===== src/rtl/xadc_channel_analyzer.sv =====
// Polls NUM_CHANNELS XADC aux results over DRP, averages 2^AVG_LOG2 samples per
// channel and publishes the maximum-average channel with a threshold flag.
module xadc_channel_analyzer #(
  parameter int          NUM_CHANNELS   = 4,
  parameter int          AVG_LOG2       = 2,
  parameter logic [6:0]  DRP_BASE_ADDR  = 7'h10,
  parameter int          TIMEOUT_CYCLES = 255,
  localparam int         IDX_W          = (NUM_CHANNELS > 1) ? $clog2(NUM_CHANNELS) : 1,
  localparam int         ACC_W          = 12 + AVG_LOG2
) (
  input  logic                      S_AXI_ACLK,
  input  logic                      S_AXI_ARESETN,
  input  logic                      enable,
  input  logic                      trigger_mode,
  input  logic [11:0]               threshold,
  input  logic                      timeout_clear,
  output logic [6:0]                DADDR,
  output logic                      DEN,
  output logic [15:0]               DI,
  output logic                      DWE,
  input  logic                      BUSY,
  input  logic [15:0]               DO,
  input  logic                      DRDY,
  input  logic                      EOS,
  output logic [IDX_W-1:0]          network_output,
  output logic                      network_valid,
  output logic                      above_threshold,
  output logic [NUM_CHANNELS*12-1:0] channel_avg,
  output logic                      drp_timeout
);

  localparam int                SCNT_W     = (AVG_LOG2 > 0) ? AVG_LOG2 : 1;
  localparam logic [SCNT_W-1:0] SCNT_LAST  = SCNT_W'((1 << AVG_LOG2) - 1);
  localparam logic [IDX_W-1:0]  CH_LAST    = IDX_W'(NUM_CHANNELS - 1);
  localparam logic [15:0]       TMO_LAST   = 16'(TIMEOUT_CYCLES - 1);

  typedef enum logic [2:0] {
    IDLE      = 3'd0,
    WAIT_TRIG = 3'd1,
    REQ       = 3'd2,
    WAIT_RDY  = 3'd3,
    DECIDE    = 3'd4
  } state_t;

  state_t                      state_q, state_d;
  logic [IDX_W-1:0]            ch_q, ch_d;
  logic [SCNT_W-1:0]           scnt_q, scnt_d;
  logic [15:0]                 tmo_q, tmo_d;
  logic [ACC_W-1:0]            acc_q [NUM_CHANNELS];
  logic [ACC_W-1:0]            acc_d [NUM_CHANNELS];
  logic [ACC_W-1:0]            acc_upd [NUM_CHANNELS];
  logic                        den_q, den_d;
  logic [6:0]                  daddr_q, daddr_d;
  logic [IDX_W-1:0]            net_out_q, net_out_d;
  logic                        valid_q, valid_d;
  logic                        above_q, above_d;
  logic [NUM_CHANNELS*12-1:0]  avg_pack_q, avg_pack_d;
  logic                        tmo_flag_q, tmo_flag_d;

  logic [NUM_CHANNELS*12-1:0]  dec_pack;
  logic [IDX_W-1:0]            dec_idx;
  logic [11:0]                 dec_max;
  logic [11:0]                 avg_c;
  logic                        unused_ok;

  // Truncating divide by the sample count; the quotient always fits 12 bits.
  function automatic logic [11:0] acc_to_avg(input logic [ACC_W-1:0] acc);
    logic [ACC_W-1:0] shifted;
    shifted = acc >> AVG_LOG2;
    return shifted[11:0];
  endfunction

  always_comb begin
    acc_upd = acc_q;
    if (state_q == WAIT_RDY && DRDY) begin
      acc_upd[ch_q] = acc_q[ch_q] + ACC_W'(DO[15:4]);
    end
  end

  // Argmax over averages including the sample landing this cycle; strict '>' keeps the lowest index on ties.
  always_comb begin
    dec_pack = '0;
    dec_idx  = '0;
    dec_max  = acc_to_avg(acc_upd[0]);
    avg_c    = '0;
    for (int c = 0; c < NUM_CHANNELS; c++) begin
      avg_c = acc_to_avg(acc_upd[c]);
      dec_pack[12*c +: 12] = avg_c;
      if (c > 0 && avg_c > dec_max) begin
        dec_max = avg_c;
        dec_idx = IDX_W'(c);
      end
    end
  end

  always_comb begin
    state_d    = state_q;
    ch_d       = ch_q;
    scnt_d     = scnt_q;
    tmo_d      = tmo_q;
    acc_d      = acc_upd;
    den_d      = 1'b0;
    daddr_d    = daddr_q;
    net_out_d  = net_out_q;
    valid_d    = 1'b0;
    above_d    = above_q;
    avg_pack_d = avg_pack_q;
    tmo_flag_d = timeout_clear ? 1'b0 : tmo_flag_q;

    case (state_q)
      IDLE: begin
        if (enable) begin
          state_d = WAIT_TRIG;
          ch_d    = '0;
          scnt_d  = '0;
        end
      end
      WAIT_TRIG: begin
        if (!enable) begin
          state_d = IDLE;
          ch_d    = '0;
          scnt_d  = '0;
          for (int c = 0; c < NUM_CHANNELS; c++) acc_d[c] = '0;
        end else if (trigger_mode || EOS) begin
          state_d = REQ;
        end
      end
      REQ: begin
        state_d = WAIT_RDY;
        tmo_d   = '0;
      end
      WAIT_RDY: begin
        if (DRDY) begin
          if (!enable) begin
            state_d = IDLE;
            ch_d    = '0;
            scnt_d  = '0;
            for (int c = 0; c < NUM_CHANNELS; c++) acc_d[c] = '0;
          end else if (ch_q != CH_LAST) begin
            ch_d    = ch_q + 1'b1;
            state_d = REQ;
          end else if (scnt_q == SCNT_LAST) begin
            state_d    = DECIDE;
            net_out_d  = dec_idx;
            above_d    = (dec_max >= threshold);
            avg_pack_d = dec_pack;
            valid_d    = 1'b1;
          end else begin
            scnt_d  = scnt_q + 1'b1;
            ch_d    = '0;
            state_d = WAIT_TRIG;
          end
        end else if (tmo_q == TMO_LAST) begin
          tmo_flag_d = 1'b1;
          ch_d       = '0;
          scnt_d     = '0;
          for (int c = 0; c < NUM_CHANNELS; c++) acc_d[c] = '0;
          state_d    = enable ? WAIT_TRIG : IDLE;
        end else begin
          tmo_d = tmo_q + 16'd1;
        end
      end
      DECIDE: begin
        ch_d    = '0;
        scnt_d  = '0;
        for (int c = 0; c < NUM_CHANNELS; c++) acc_d[c] = '0;
        state_d = enable ? WAIT_TRIG : IDLE;
      end
      default: state_d = IDLE;
    endcase

    if (state_d == REQ) begin
      den_d   = 1'b1;
      daddr_d = DRP_BASE_ADDR + 7'(ch_d);
    end
  end

  always_ff @(posedge S_AXI_ACLK or negedge S_AXI_ARESETN) begin
    if (!S_AXI_ARESETN) begin
      state_q    <= IDLE;
      ch_q       <= '0;
      scnt_q     <= '0;
      tmo_q      <= '0;
      for (int c = 0; c < NUM_CHANNELS; c++) acc_q[c] <= '0;
      den_q      <= 1'b0;
      daddr_q    <= '0;
      net_out_q  <= '0;
      valid_q    <= 1'b0;
      above_q    <= 1'b0;
      avg_pack_q <= '0;
      tmo_flag_q <= 1'b0;
    end else begin
      state_q    <= state_d;
      ch_q       <= ch_d;
      scnt_q     <= scnt_d;
      tmo_q      <= tmo_d;
      acc_q      <= acc_d;
      den_q      <= den_d;
      daddr_q    <= daddr_d;
      net_out_q  <= net_out_d;
      valid_q    <= valid_d;
      above_q    <= above_d;
      avg_pack_q <= avg_pack_d;
      tmo_flag_q <= tmo_flag_d;
    end
  end

  assign DADDR           = daddr_q;
  assign DEN             = den_q;
  assign DI              = '0;
  assign DWE             = 1'b0;
  assign network_output  = net_out_q;
  assign network_valid   = valid_q;
  assign above_threshold = above_q;
  assign channel_avg     = avg_pack_q;
  assign drp_timeout     = tmo_flag_q;

  // BUSY and the low status nibble of DO carry no information for this reader.
  assign unused_ok = ^{BUSY, DO[3:0]};

endmodule


===== config.mk =====
export PLATFORM = sky130hd
export DESIGN_NAME = xadc_channel_analyzer
export DESIGN_NICKNAME = d
export VERILOG_FILES = /design/src/rtl/xadc_channel_analyzer.sv
export SDC_FILE = /design/constraint.sdc
export NUM_CORES = 1
export LEC_CHECK = 0
export CAP_MARGIN = 30
export CORE_MARGIN = 4
export CORE_UTILIZATION = 52
export DETAILED_ROUTE_END_ITERATION = 8
export DONT_BUFFER_PORTS = 1
export GPL_TIMING_DRIVEN = 0
export PLACE_DENSITY_LB_ADDON = 0.08
export SETUP_SLACK_MARGIN = 0.5
export SLEW_MARGIN = 30
export SYNTH_ARGS = -nofsm -noshare
export SYNTH_HDL_FRONTEND = slang
export SYNTH_SLANG_ARGS = --single-unit

===== constraint.sdc =====
create_clock -name S_AXI_ACLK -period 13.9 [get_ports S_AXI_ACLK]
set_input_delay 2.085 -clock S_AXI_ACLK [delete_from_list [all_inputs] [get_ports S_AXI_ACLK]]
set_output_delay 2.085 -clock S_AXI_ACLK [all_outputs]
set_load 0.005 [all_outputs]

==> results list, run 1 <==
- Final weighted congestion of routability-driven global placement: 0.900
* Standard-cell rows: 45
* RSZ-0062 raised after global routing: no
- For this run, the leading register cell type out of synthesis is sky130_fd_sc_hd__dfrtp_1.
* Hold WC Path Type: flop to flop
- Remaining global-route overflow: 0
* Post-Route Skew: 0.00856 ns
- The clock tree synthesis step divided the H-tree into 4 levels.
- #FFs+latches synth: 136
- Worst-path fanout max: 10
- Dividing total power by cell area gives a power density of 285 nW/um^2.
* Number of input and output port buffers inserted: 0
- Clock tree synthesis selected as its root buffer the cell sky130_fd_sc_hd__clkbuf_16.
- Crit Path Category: flop to flop
* Commonest cells in the synthesized netlist: sky130_fd_sc_hd__dfrtp_1, sky130_fd_sc_hd__nor2_1, sky130_fd_sc_hd__nand2_1
* Worst Tran Pin Value: 0.896 ns
- 0 antenna diodes ended up in the layout.
- Worst relative slew slack: 39.7%
- Of the cells placed in the final design, the portion with a size suffix greater than 1 is 11.7%.
* Data arrival time of the critical path: 12.60 ns
* Most frequent cell after synthesis: sky130_fd_sc_hd__dfrtp_1
- In the finished design, the share of the clock period the worst path needs comes to 88.6%.
* Initial DRC count: 486
* Starting Density: 53.7%
* Remaining antenna violation count: 0
- The die is 134 um wide.
* Leading cell types by total area after synthesis: sky130_fd_sc_hd__dfrtp_1, sky130_fd_sc_hd__ha_1, sky130_fd_sc_hd__nor2_1
- At the worst endpoint, the required time is 14.18 ns.
* Maximum buffer depth of the clock tree: 2
* Outcome: finished, final reports clean
- Highest Clock Rate: 81.2 MHz
* Largest net degree at the start of global routing: 137
- Wire length after detailed routing: 23.1 mm
* Mean number of vias per cell: 5.76
- CTS tree: done
- Area fraction of the dominant cell type after synthesis: 41.1%
- Final Instance Count excl. Fillers: 1138
- STA classifies the critical path endpoint as a flop.
- After synthesis the cells add up to 8280 um^2.
- Crit path max-delay cell type: sky130_fd_sc_hd__clkbuf_1
- Total Die Area: 18000 um^2
- Die outline height: 134 um
- Number of global-route vias before repair: 6570
* Overall routing resource usage: 26.2%
- The first global-routing pass estimated 36.2 mm of wire.
- In this design, the stage delay of the slowest critical-path cell is 0.59 ns.
* Number of nets in the finished design: 1017
- Number of buffers added by the clock tree synthesis step: 17
* Hold Vio Cnt, Final: 0
- The synthesized design contains 0 enable-type register cells.
- Source-to-sink clock delay at the later pin of the worst-skew pair: 0.42 ns
- The number of antenna violations at the first check in global routing came to 0.
- For this run, design rule violations remaining after detail routing come to 0.
* Sum of negative setup slack: 0 ns
- In this run, placement finished with an instance count of 1106.
* Post-Synthesis Cells: 875
- In this run the standard cell core region covers 15400 um^2.
- Length of the first detailed-routing pass in iterations: 5
- Leakage: 4.86 nW
* Number of setup violations in the final report: 0
* Number of synthesis warnings: 0
- Count of maximum capacitance violations: 0
- Hold repair after CTS inserted 0 buffers.
* Top cell type by total area after synthesis: sky130_fd_sc_hd__dfrtp_1
* CP Launch Type: flop
* DPL Wire Length: 17.3 mm
- After detailed routing, the average wire length per cell comes to 20.3 um.
- Average cell area after synthesis: 9.46 um^2
- The routed layout has 6558 vias.
- The area growth from synthesis to layout is 11.4%.
- Clock transition at the register clock pins on the worst setup and hold paths after CTS: 0.06 ns
* Share of flip-flops with an asynchronous set or reset after synthesis: 100%
- Pin placement for this block handled 114 I/O pins.
* Number of sinks on the clock net: 136
* Peak supply drop: 0.263 mV
- The number of different library cells used by synthesis comes to 66.
- The smallest clock period supported by the final layout is computed as 12.32 ns.
* Sequential fraction of the synthesis area: 41.1%
- Slew Viols, Final: 0
-- metrics by stage --
stage               setup slack, ns  hold WS, ns  instance area, um^2  utilization [%]  power, mW
detailed placement             1.35        0.491                 8620             55.9       2.15
finish                         1.58        0.499                 9230             59.8       2.63
floorplan                      3.17        0.454                 8360                -       1.71
CTS                            1.30        0.503                 9220             59.8       2.62
global placement               1.46        0.470                 8620             55.9       2.12
global route                  0.741        0.520                 9230             59.8       2.81
-- power breakdown --
part / internal [mW] / total (mW) / switching [mW]
Clock: 0.276 / 0.459 / 0.183
Combinational: 0.646 / 1.71 / 1.07
Sequential: 0.432 / 0.458 / 0.0258
-- placed cells by master (no fill, tap or decap), types with 3 or more instances in the layout --
cell                         netlist  final
sky130_fd_sc_hd__a21o_1           17     17
sky130_fd_sc_hd__a21oi_1          46     46
sky130_fd_sc_hd__and3_1            3      3
sky130_fd_sc_hd__buf_1             6      5
sky130_fd_sc_hd__buf_4            22     22
sky130_fd_sc_hd__clkbuf_1         22     23
sky130_fd_sc_hd__clkbuf_16         0     17
sky130_fd_sc_hd__clkinvlp_4        0      5
sky130_fd_sc_hd__conb_1            1     21
sky130_fd_sc_hd__dfrtp_1         136    136
sky130_fd_sc_hd__ha_1             66     66
sky130_fd_sc_hd__inv_1            63     63
sky130_fd_sc_hd__inv_6             0      4
sky130_fd_sc_hd__mux2_2           13     13
sky130_fd_sc_hd__mux2_4            8      8
sky130_fd_sc_hd__mux2i_1          35     35
sky130_fd_sc_hd__mux4_2           14     14
sky130_fd_sc_hd__nand2_1          95     95
sky130_fd_sc_hd__nand2b_1          5      5
sky130_fd_sc_hd__nand3_1          13     13
sky130_fd_sc_hd__nand4_1          13     13
sky130_fd_sc_hd__nor2_1          113    113
sky130_fd_sc_hd__nor2b_1           8      8
sky130_fd_sc_hd__nor3_1            9      9
sky130_fd_sc_hd__nor4_1            3      3
sky130_fd_sc_hd__o211ai_1          7      7
sky130_fd_sc_hd__o21a_1            6      6
sky130_fd_sc_hd__o21ai_0          68     68
sky130_fd_sc_hd__o221ai_1          6      6
sky130_fd_sc_hd__o22ai_1           3      3
sky130_fd_sc_hd__or2_2             4      4
sky130_fd_sc_hd__or3_1             5      5
sky130_fd_sc_hd__xnor2_1          12     12
sky130_fd_sc_hd__xor2_1           12     12
-- critical path, delay by kind of cell, from the launching register on --
kind / cells / cell delay, ns
AO/OA/AOI/OAI: 22 / 4.27
XOR/XNOR: 1 / 0.32
adder cells (fa/ha/maj): 5 / 1.50
buffers and inverters: 7 / 2.19
flip-flops: 1 / 0.39
multiplexers: 2 / 1.09
AND/OR/NAND/NOR: 14 / 2.39
-- what timing repair did --
item | in CTS | in global routing
setup endpoints to repair | 0 | 1
endpoints found under the hold margin | 0 | 0
setup buffers | 0 | 0
gates resized for setup | 0 | 2
-- cell families (layout without fill, tap and decap cells) --
family / count (synthesis) / count (layout) / share of synthesized area, %
flops: 136 / 136 / 41.1
fa+ha+maj: 68 / 68 / 10.3
xor+xnor: 24 / 24 / 2.54
buf+inv: 117 / 149 / 6.54
simple gates: 282 / 282 / 15.1
compound gates: 177 / 177 / 13.1
mux: 70 / 70 / 11.3
other cells: 1 / 21 / 0.0453
-- area by class of cell --
class	count	area (um^2)
Fill cell	1377	6200
Multi-Input combinational cell	642	4420
Sequential cell	136	3400
Clock buffer	20	457
Buffer	53	303
Tap cell	211	264
Inverter	64	240
Clock inverter	12	141
-- worst paths after layout --
kind	endpoint	startpoint	slack, ns	depth (start not counted)
max	above_threshold	ch_q[0]	1.58	51
min in group asynchronous	tmo_q[6]	S_AXI_ARESETN	1.36	0
max in group asynchronous	channel_avg[7]	S_AXI_ARESETN	12.34	0
min reg2reg	DADDR[4]	DADDR[4]	0.50	1
max reg2reg	above_threshold	ch_q[0]	1.58	51
min	DADDR[4]	DADDR[4]	0.50	1
-- registers in the layout (all words and copies together) (netlist names) --
name / count
drp_timeout: 1
state_q: 3
above_threshold: 1
channel_avg: 48
DADDR: 3
ch_q: 2
tmo_q: 16
network_output: 2
scnt_q: 2
DEN: 1
acc_q: 56
network_valid: 1
-- routing by layer --
metal	track usage [%]	routed length, um	share of wire, %
met5	0	0	0
met4	7.01	457	2.0
met3	5.21	1250	5.4
met2	43.5	11200	49
met1	35.3	10200	44
Power figures use the tool's default switching activity.
==> run 2: changes to the inputs <==
--- a/config.mk
+++ b/config.mk
@@ -6,7 +6,7 @@
 export NUM_CORES = 1
 export LEC_CHECK = 0
 export CAP_MARGIN = 30
-export CORE_MARGIN = 4
+export CORE_ASPECT_RATIO = 1.4
 export CORE_UTILIZATION = 52
 export DETAILED_ROUTE_END_ITERATION = 8
 export DONT_BUFFER_PORTS = 1
==> constraint.sdc (replaced) <==
create_clock -name S_AXI_ACLK -period 13.9 [get_ports S_AXI_ACLK]
set_input_delay 2.78 -clock S_AXI_ACLK [delete_from_list [all_inputs] [get_ports S_AXI_ACLK]]
set_output_delay 2.78 -clock S_AXI_ACLK [all_outputs]
set_load 0.005 [all_outputs]
==> results list, run 2 (synthesis results as in run 1) <==
- DPL Wire Length: 17.1 mm (-1.1%)
- Final Instance Count excl. Fillers: 1123 (-1.3%)
- More flip-flops sit in one register than any other, and that register is acc_q.
- Hold WC Path Type: flop to flop
- The deepest level of the CTS H-tree was 4 (unchanged).
* Source-to-sink clock delay at the later pin of the worst-skew pair: 0.44 ns (+0.02 ns)
- Gate family responsible for the most delay along the worst path: compound AO/OA/AOI/OAI gates
- The number of top-level pins is 114 (unchanged).
* Multi-input logic area: 4420 um^2 (about the same)
- Max reg flops: 56 (unchanged)
- The highest net fanout along the worst path is 10 (unchanged).
- Length of the first detailed-routing pass in iterations: 5 (unchanged)
* Routed WL per cell: 20.0 um (-1.4%)
* Area growth from synthesis to final layout: 11.0%
- Buffers inserted during post-CTS setup optimization: 0 (unchanged)
* Number of setup violations in the final report: 0 (unchanged)
- The worst clock skew came to 0.0123 ns (+0.00372 ns).
* RSZ-0062 raised after global routing: no
- Worst min-delay path startpoint: scnt_q[1]
- Worst relative slew slack: 39.4% (-0.31 points)
- The number of placed instances with taps included came to 1091 (-1.4%).
* Count of maximum capacitance violations: 0 (unchanged)
* Number of buffers added by the clock tree synthesis step: 17 (unchanged)
- Die Span X: 109 um (-19%)
* Largest net degree at the start of global routing: 137 (unchanged)
* Crit path max-delay cell type: sky130_fd_sc_hd__o41a_1
* Number of nets in the finished design: 1017 (unchanged)
* Fill count: 1374 (-0.22%)
- The worst setup path is of the input pin to flop kind.
* Number of diodes added for antenna fixing: 0 (unchanged)
- The first-pass GRT wire length was 35.5 mm (-2.0%).
* Sort of element at the end of the critical path: flop
- Starting Density: 53.1% (-0.62 points)
- Wire length after detailed routing: 22.4 mm (-2.7%)
- The leakage power total is 4.86 nW (about the same).
* Min Clock Period, post-route: 12.68 ns (+0.366 ns)
* Worst setup startpoint: DO[4]
* Data required time at the worst endpoint: 14.20 ns (+0.02 ns)
* Final weighted congestion of routability-driven global placement: 0.904 (+0.40%)
- Mean number of vias per cell: 5.78 (+0.33%)
* PwrDens: 286 nW/um^2 (+0.52%)
* Critical path's most frequent cell: sky130_fd_sc_hd__a21o_1
* Outcome: finished, final reports clean
* Register cell area after layout: 3400 um^2 (unchanged)
- The library cell used most frequently in the layout, excluding fill and tap cells, is sky130_fd_sc_hd__dfrtp_1.
* CTS tree: done
- The clock transition at the registers of the reported paths is 0.06 ns (about the same).
- Count of unresolved DRC violations after routing: 0 (unchanged)
- The die footprint came to 16400 um^2 (-8.7%).
- The via total after detailed routing is 6493 (-0.99%).
* Worst r2r src: ch_q[0]
- The die outline height was 151 um (+13%).
- Initial DRC count: 451 (-7.2%)
- Data arrival time of the critical path: 12.98 ns (+0.38 ns)
* Hold Vio Cnt, Final: 0 (unchanged)
- Number of buffers and inverters on the critical path: 7 (unchanged)
- The maximum resistive drop on vdd is 0.464 mV (+77%).
- CP Launch Type: input pin
- Highest-count cells in the layout ignoring fill and taps: sky130_fd_sc_hd__dfrtp_1, sky130_fd_sc_hd__nor2_1, sky130_fd_sc_hd__nand2_1
- The delay of the slowest cell on the worst path is 0.42 ns (-0.17 ns).
- Number of sinks on the clock net: 136 (unchanged)
- The buffer levels on the longest clock path is 2 (unchanged).
- The number of antenna violations at the first check in global routing came to 0 (unchanged).
* Number of input and output port buffers inserted: 0 (unchanged)
- Remaining global-route overflow: 0 (unchanged)
- Tightest hold margin: 0.482 ns (-0.0170 ns)
* Remaining antenna violation count: 0 (unchanged)
- Overall routing resource usage: 29.4% (+3.2 points)
- Standard-cell rows: 54 (+20%)
- Placeable core region: 15600 um^2 (+1.2%)
- Post-route fraction of the period consumed by the critical path: 91.3% (+2.6 points)
- Sum of negative setup slack: 0 ns (unchanged)
- The number of pins exceeding their max-slew limit in the final report came to 0 (unchanged).
- Ratio of cells with drive above 1 in the final layout: 11.7% (unchanged)
- Count of hold buffers inserted by post-cts repair: 0 (unchanged)
* Worst Tran Pin Value: 0.907 ns (+0.0109 ns)
* Number of global-route vias before repair: 6773 (+3.1%)
* CTS root buffer: sky130_fd_sc_hd__clkbuf_16
- Highest Clock Rate: 78.8 MHz (-2.9%)
==> run 2: cell types whose count changed in the layout (fill, tap and decap cells not counted), sizes merged <==
cell	delta
bufinv	-1
clkinv	+3
buf	+1
inv	-1
clkinvlp	-2
==> run 2: tightest hold or removal path, stage by stage (launching register included) <==
cell and delay (ns):
sky130_fd_sc_hd__dfrtp_1 0.34, sky130_fd_sc_hd__nand2_1 0.05, sky130_fd_sc_hd__o21ai_0 0.06
==> run 2: worst paths after layout <==
check | cells after the start | slack [ns] | to
max | 51 | 1.22 | above_threshold
min | 2 | 0.48 | scnt_q[1]
max reg2reg | 52 | 1.47 | above_threshold
min reg2reg | 2 | 0.48 | scnt_q[1]
max in group asynchronous | 0 | 11.66 | network_output[1]
min in group asynchronous | 0 | 2.05 | state_q[2]
==> run 2: per-stage QoR <==
stage	total power, mW	cell area, um^2	utilization (%)	setup WS (ns)
2_1_floorplan	1.71	8360	-	2.48
3_3_place_gp	2.10	8600	55.1	0.684
3_5_place_dp	2.15	8600	55.1	0.613
4_1_cts	2.60	9190	58.9	0.994
5_1_grt	2.83	9190	58.9	0.511
6_report	2.63	9190	58.9	1.22
==> run 2: layout make-up <==
class | instances | area share, %
buffer | 53 | 3.29
clock buffer | 21 | 5.12
clock inverter | 11 | 1.24
inverter | 64 | 2.61
multi-input combinational | 642 | 48.0
sequential | 136 | 37.0
tap | 196 | 2.67
==> run 2: per-layer routing <==
metal,up-vias,global-route usage (%),routed length (um)
li1,3054,-,-
met1,3198,32.5,8760
met2,194,53.5,11900
met3,47,6.63,1130
met4,0,12.5,632
met5,-,0,0
==> run 2: where the power goes <==
group | internal [mW] | leakage [nW] | switching, mW
sequential | 0.432 | 1.88 | 0.0252
clock | 0.263 | 0.277 | 0.184
combinational | 0.649 | 2.71 | 1.08
total | 1.34 | 4.86 | 1.29
==> run 2: what timing repair did <==
item                                    4_1_cts  5_1_grt
gates resized for setup                       0        3
endpoints found under the hold margin         0        0
endpoints found under the setup margin        0        1
